**config.mk**
```make
export PLATFORM = sky130hd
export DESIGN_NAME = adder_seq_ctrl
export DESIGN_NICKNAME = d
export VERILOG_FILES = /design/src/rtl/adder_seq_pkg.sv /design/src/rtl/adder_seq_ctrl_arbiter.sv /design/src/rtl/adder_seq_ctrl.sv
export SDC_FILE = /design/constraint.sdc
export NUM_CORES = 1
export LEC_CHECK = 0
export ABC_AREA = 0
export ABC_CLOCK_PERIOD_IN_PS = 2100
export CORE_MARGIN = 8
export CORE_UTILIZATION = 35
export DETAILED_ROUTE_END_ITERATION = 10
export PLACE_DENSITY = 0.66
export SYNTH_ARGS = -nofsm -noshare
export SYNTH_HDL_FRONTEND = slang
export SYNTH_SLANG_ARGS = --single-unit
export TNS_END_PERCENT = 30
```
**constraint.sdc**
```tcl
create_clock -name clk -period 2.1 [get_ports clk]
set_input_delay 0.42 -clock clk [delete_from_list [all_inputs] [get_ports clk]]
set_output_delay 0.42 -clock clk [all_outputs]
set_load 0.03 [all_outputs]
```
**src/rtl/adder_seq_pkg.sv**
```systemverilog
// adder_seq_pkg: shared types and constants for the slice-serial adder controller.
// Holds the controller state encoding, the default slice count and the derived operand width.
package adder_seq_pkg;
    localparam int NSLICE_DEF = 4;
    localparam int W = 2 * NSLICE_DEF;
    typedef enum logic [1:0] {IDLE, CALC, DONE} state_t;
endpackage

```
**src/rtl/adder_seq_ctrl_arbiter.sv**
```systemverilog
// rr_arbiter_2: two-requester grant logic for adder_seq_ctrl.
// Ports: clk, rst_n (async active-low); valid0/valid1 - requests; enable - grant is being
// consumed this cycle; grant - one-hot (or zero when nothing is valid).
// Macro ADDER_SEQ_RR_EN: defined -> round-robin with a last-grant register (reset to 1 so
// requester 0 wins the first contest); undefined -> fixed priority, requester 0 first.
module rr_arbiter_2 (
    input  logic       clk,
    input  logic       rst_n,
    input  logic       valid0,
    input  logic       valid1,
    input  logic       enable,
    output logic [1:0] grant
);
`ifdef ADDER_SEQ_RR_EN
    logic last;
    always_comb begin
        grant = {valid1, valid0};
        if (valid0 && valid1)
            grant = last ? 2'b01 : 2'b10;
    end
    // Any non-zero grant while enabled is a transfer, so remember who won.
    always_ff @(posedge clk or negedge rst_n) begin
        if (!rst_n)
            last <= 1'b1;
        else if (enable && |grant)
            last <= grant[1];
    end
`else
    logic unused;
    assign unused = &{1'b0, clk, rst_n, enable};
    assign grant = {valid1 && !valid0, valid0};
`endif
endmodule

```
**src/rtl/adder_seq_ctrl.sv**
```systemverilog
// adder_seq_ctrl: arbitrates two operand requesters and adds W-bit operands 2 bits per cycle
// through an external shared 2-bit adder.
// Ports: clk, rst_n (async active-low);
//   req0_/req1_ valid, a, b (in), ready (out) - operand handshakes;
//   add_a, add_b (out), add_y (in) - shared 2-bit adder, add_a/add_b zero outside CALC;
//   res_valid, res_id, res_sum (out), res_ready (in) - result handshake, sum is W+1 bits.
// Macro ADDER_SEQ_RR_EN selects round-robin arbitration (see rr_arbiter_2); default is fixed
// priority to requester 0.
// Timing: accept at edge t, slices at edges t+1..t+NSLICE, res_valid from the cycle that
// begins at edge t+NSLICE (cycle t+NSLICE+1).
module adder_seq_ctrl
    import adder_seq_pkg::*;
#(
    parameter  int NSLICE = NSLICE_DEF,
    localparam int OPW    = 2 * NSLICE
) (
    input  logic           clk,
    input  logic           rst_n,
    input  logic           req0_valid,
    input  logic [OPW-1:0] req0_a,
    input  logic [OPW-1:0] req0_b,
    output logic           req0_ready,
    input  logic           req1_valid,
    input  logic [OPW-1:0] req1_a,
    input  logic [OPW-1:0] req1_b,
    output logic           req1_ready,
    output logic [1:0]     add_a,
    output logic [1:0]     add_b,
    input  logic [2:0]     add_y,
    output logic           res_valid,
    output logic           res_id,
    output logic [OPW:0]   res_sum,
    input  logic           res_ready
);
    localparam int CW = $clog2(NSLICE + 1);
    state_t         state, state_n;
    logic [1:0]     grant;
    logic [OPW-1:0] op_a, op_b;
    logic [CW-1:0]  cnt;
    logic           carry;
    logic [2:0]     sum3;
    logic           xfer, last_slice;

    rr_arbiter_2 u_arb (
        .clk    (clk),
        .rst_n  (rst_n),
        .valid0 (req0_valid),
        .valid1 (req1_valid),
        .enable (state == IDLE),
        .grant  (grant)
    );

    assign req0_ready = (state == IDLE) && grant[0];
    assign req1_ready = (state == IDLE) && grant[1];
    assign xfer       = (req0_valid && req0_ready) || (req1_valid && req1_ready);
    assign add_a      = (state == CALC) ? op_a[{cnt, 1'b0} +: 2] : 2'b00;
    assign add_b      = (state == CALC) ? op_b[{cnt, 1'b0} +: 2] : 2'b00;
    assign sum3       = add_y + {2'b00, carry};
    assign last_slice = cnt == CW'(NSLICE - 1);
    assign res_valid  = state == DONE;

    always_comb begin
        state_n = state;
        case (state)
            IDLE:    state_n = xfer ? CALC : IDLE;
            CALC:    state_n = last_slice ? DONE : CALC;
            DONE:    state_n = res_ready ? IDLE : DONE;
            default: state_n = IDLE;
        endcase
    end

    always_ff @(posedge clk or negedge rst_n) begin
        if (!rst_n) begin
            state   <= IDLE;
            op_a    <= '0;
            op_b    <= '0;
            res_id  <= 1'b0;
            res_sum <= '0;
            carry   <= 1'b0;
            cnt     <= '0;
        end else begin
            state <= state_n;
            if (xfer) begin
                // grant is one-hot in IDLE, so req1_ready alone identifies the winner
                op_a    <= req1_ready ? req1_a : req0_a;
                op_b    <= req1_ready ? req1_b : req0_b;
                res_id  <= req1_ready;
                res_sum <= '0;
                carry   <= 1'b0;
                cnt     <= '0;
            end else if (state == CALC) begin
                res_sum[{cnt, 1'b0} +: 2] <= sum3[1:0];
                carry <= sum3[2];
                cnt   <= cnt + 1'b1;
                if (last_slice)
                    res_sum[OPW] <= sum3[2];
            end
        end
    end
endmodule
```
==> summary.txt <==
clock root buffer: clkbuf_8
Ant. Diodes: 0
Initial Util: 36.7%
sequential share of the synthesized area: 45.9%
Crit Path Max Fanout: 6
Synth top area share: 45.9%
syn avg cell area: 10.7 um2
largest net degree at the start of global routing: 33
Worst Hold Class: flop to flop
clk_skew: 0.00490 ns
total power: 3470 uW
worst path required time: 1.68 ns
CP peak stage delay: 0.49 ns
DR vias: 1404
Tmin final: 2.04 ns
Finish-stage setup viols: 0
layout net count: 276
router iterations before antenna repair: 4
starting DRC count in detailed routing: 53
CP bufs+invs: 2
layout cells sized above 1: 15.7%
outcome: completed
RSZ-0062 raised after global routing: no
Yosys cell types: 33
Buffers on Ports: 56
warnings from Yosys: 0
critical path class: flop to output pin
max-capacitance violation count: 0
core area: 0.00475 mm2
Reg power frac: 29.5%
most frequent cells in the layout: 50 x clkdlybuf4s50_1, 32 x dfrtp_1, 24 x mux2i_1, 21 x nand2_1, 13 x nor2_1
sw frac: 38.1%
Top Family by Delay on Critical Path: multiplexers
Power Density: 1350 mW/mm2
Max-slew headroom: 69.8%
switching pwr: 1320 uW
later-pin clock latency in the skew report: 0.28 ns
vias per cell: 4.73
fill count: 454
final WL: 4150 um
Leak Pwr: 0.00115 uW
Die Wd: 86.6 um
CTS Buffer Depth: 2
# rows: 25
Internal: 2150 uW
Clock Pin Slew Worst Setup and Hold Paths: 0.07 ns
gpl congestion: 0.772
FMAX: 0.491 GHz
Seq cells post-synth: 32
Cell Area, Synth: 0.00174 mm2
clock sinks: 32
CTS buffer count: 5
Routed Antenna Nets: 0
Least-Margin Pin Slew: 0.453 ns
H-tree depth: 2
CP cell instances: buf_6 -> mux4_2 -> and3_4 -> buf_4
area grow syn2layout: 48.0%
Post-Syn Nets: 210
cell taking the most area after synthesis: dfrtp_1
CP arrival: 1.62 ns
placed wire-length estimate: 3170 um
vias in the first global route: 1513
crit start category: flop
first-pass GRT wire length: 7120 um
TritonCTS clock tree: done
Slowest cell on crit path: mux4_2
Final Max Slew Viols: 0
Die Ht: 86.6 um
Post-Synthesis Cells: 163
Worst VDD drop: 0.561 mV
Clk pwr share: 16.5%
Area contributors post-synth: dfrtp_1 46%, mux2i_1 14%, mux4_2 5.2%
setup tns final: 0 ns
I/O Pins: 57
Final period util: 97.0%
Fin. Hold Viols: 0
overall routing resource usage: 12.0%
total congestion overflow: 0
CP Capture Type: output pin
die area: 0.00750 mm2
drc violations: 0
combinational share of power: 53.9%
commonest non-fill, non-tap cell in the layout: clkdlybuf4s50_1
initial antenna violation count: 0
drt wl/cell: 14.0 um
power by group through the flow:
stage               combinational, uW  sequential (uW)  clock, uW
finish                           1870             1030        574
global route                     2070             1060        620
CTS                              1850             1030        588
detailed placement               1820             1040          0
global placement                 1780             1030          0
floorplan                        1040             1160          0
path summary, 6_finish.rpt:
path | startpoint | end | slack [ns] | cells past startpoint
max | cnt[0] | add_b[0] | 0.06 | 4
min | op_b[5] | op_b[5] | 0.48 | 2
max reg2reg | cnt[0] | res_sum[5] | 0.25 | 7
min reg2reg | op_b[5] | op_b[5] | 0.48 | 2
max in group asynchronous | rst_n | op_b[5] | 1.26 | 2
min in group asynchronous | rst_n | carry | 0.53 | 2
per-layer routing:
metal | vias up | GRT usage, % | part of all wire (%)
met4 | 0 | 4.23 | 1.4
li1 | 707 | - | -
met1 | 655 | 14.5 | 45
met3 | 6 | 3.97 | 5.4
met2 | 36 | 19.3 | 48
met5 | - | 0 | 0
what timing repair did:
action                     CTS  global route
hold buffers                 0             0
pin swaps                    0             0
setup buffers                2             0
setup endpoints to repair    4             4
resized for setup            1             4
Yosys cell counts:
master    number
a211oi_1       5
a21o_1         1
a21oi_1        3
a22o_1         1
and2b_1        1
and3_1         5
and4bb_2       2
buf_12         1
buf_2          2
buf_6          1
clkbuf_1       4
clkbuf_2       1
dfrtp_1       32
ha_1           7
inv_1          5
mux2i_1       24
mux4_2         4
nand2_1       21
nand2b_1       1
nand3_1        1
nand3b_1       1
nor2_1        13
nor2b_1        1
nor3_1         2
nor4_1         1
nor4b_1        1
nor4b_2        1
o21a_1         2
o21ai_0        8
o21ai_1        8
o21ai_2        1
or2b_1         1
xnor2_1        1
cells by family after synthesis:
family	after synthesis	share of synthesized area (%)
adders and majority gates	7	5.02
and+or+nand+nor	52	15.1
buffers and inverters	14	4.59
muxes	28	18.9
AOI/OAI and AO/OA	29	9.90
DFF	32	45.9
xor gates and xnor gates	1	0.502
cell type report:
type	instances	area (um2)	area share [%]
clock buffers	6	72.6	2.81
inverters	5	18.8	0.727
clock inverters	2	35.0	1.36
well taps	67	83.8	3.25
repair buffers	68	684	26.5
multi-input cells	117	886	34.3
flip-flops and latches	32	801	31.0
worst register-to-register path, delay by kind of cell (launching register included):
kind	cells	cell delay, ns
simple gates	3	0.57
fa+ha+maj	2	0.53
flops	1	0.36
mux	1	0.19
buf+inv	1	0.06
state kept, by name, indices dropped and copies added (netlist names):
register  cells
res_sum       9
op_a          8
cnt           3
state         2
carry         1
op_b          8
res_id        1
through the flow:
step / util (%) / instance area (um2) / hold slack, ns / worst slack [ns] / cells
detailed placement: 51.3 / 2440 / 0.466 / 0.241 / 287
floorplan: - / 1740 / 0.124 / 0.113 / 163
global route: 54.3 / 2580 / 0.489 / 0.000667 / 297
CTS: 53.9 / 2560 / 0.482 / 0.0261 / 297
finish: 54.3 / 2580 / 0.477 / 0.0631 / 297
global placement: 51.3 / 2440 / 0.459 / 0.269 / 287
(Power assumes the default switching activity.)
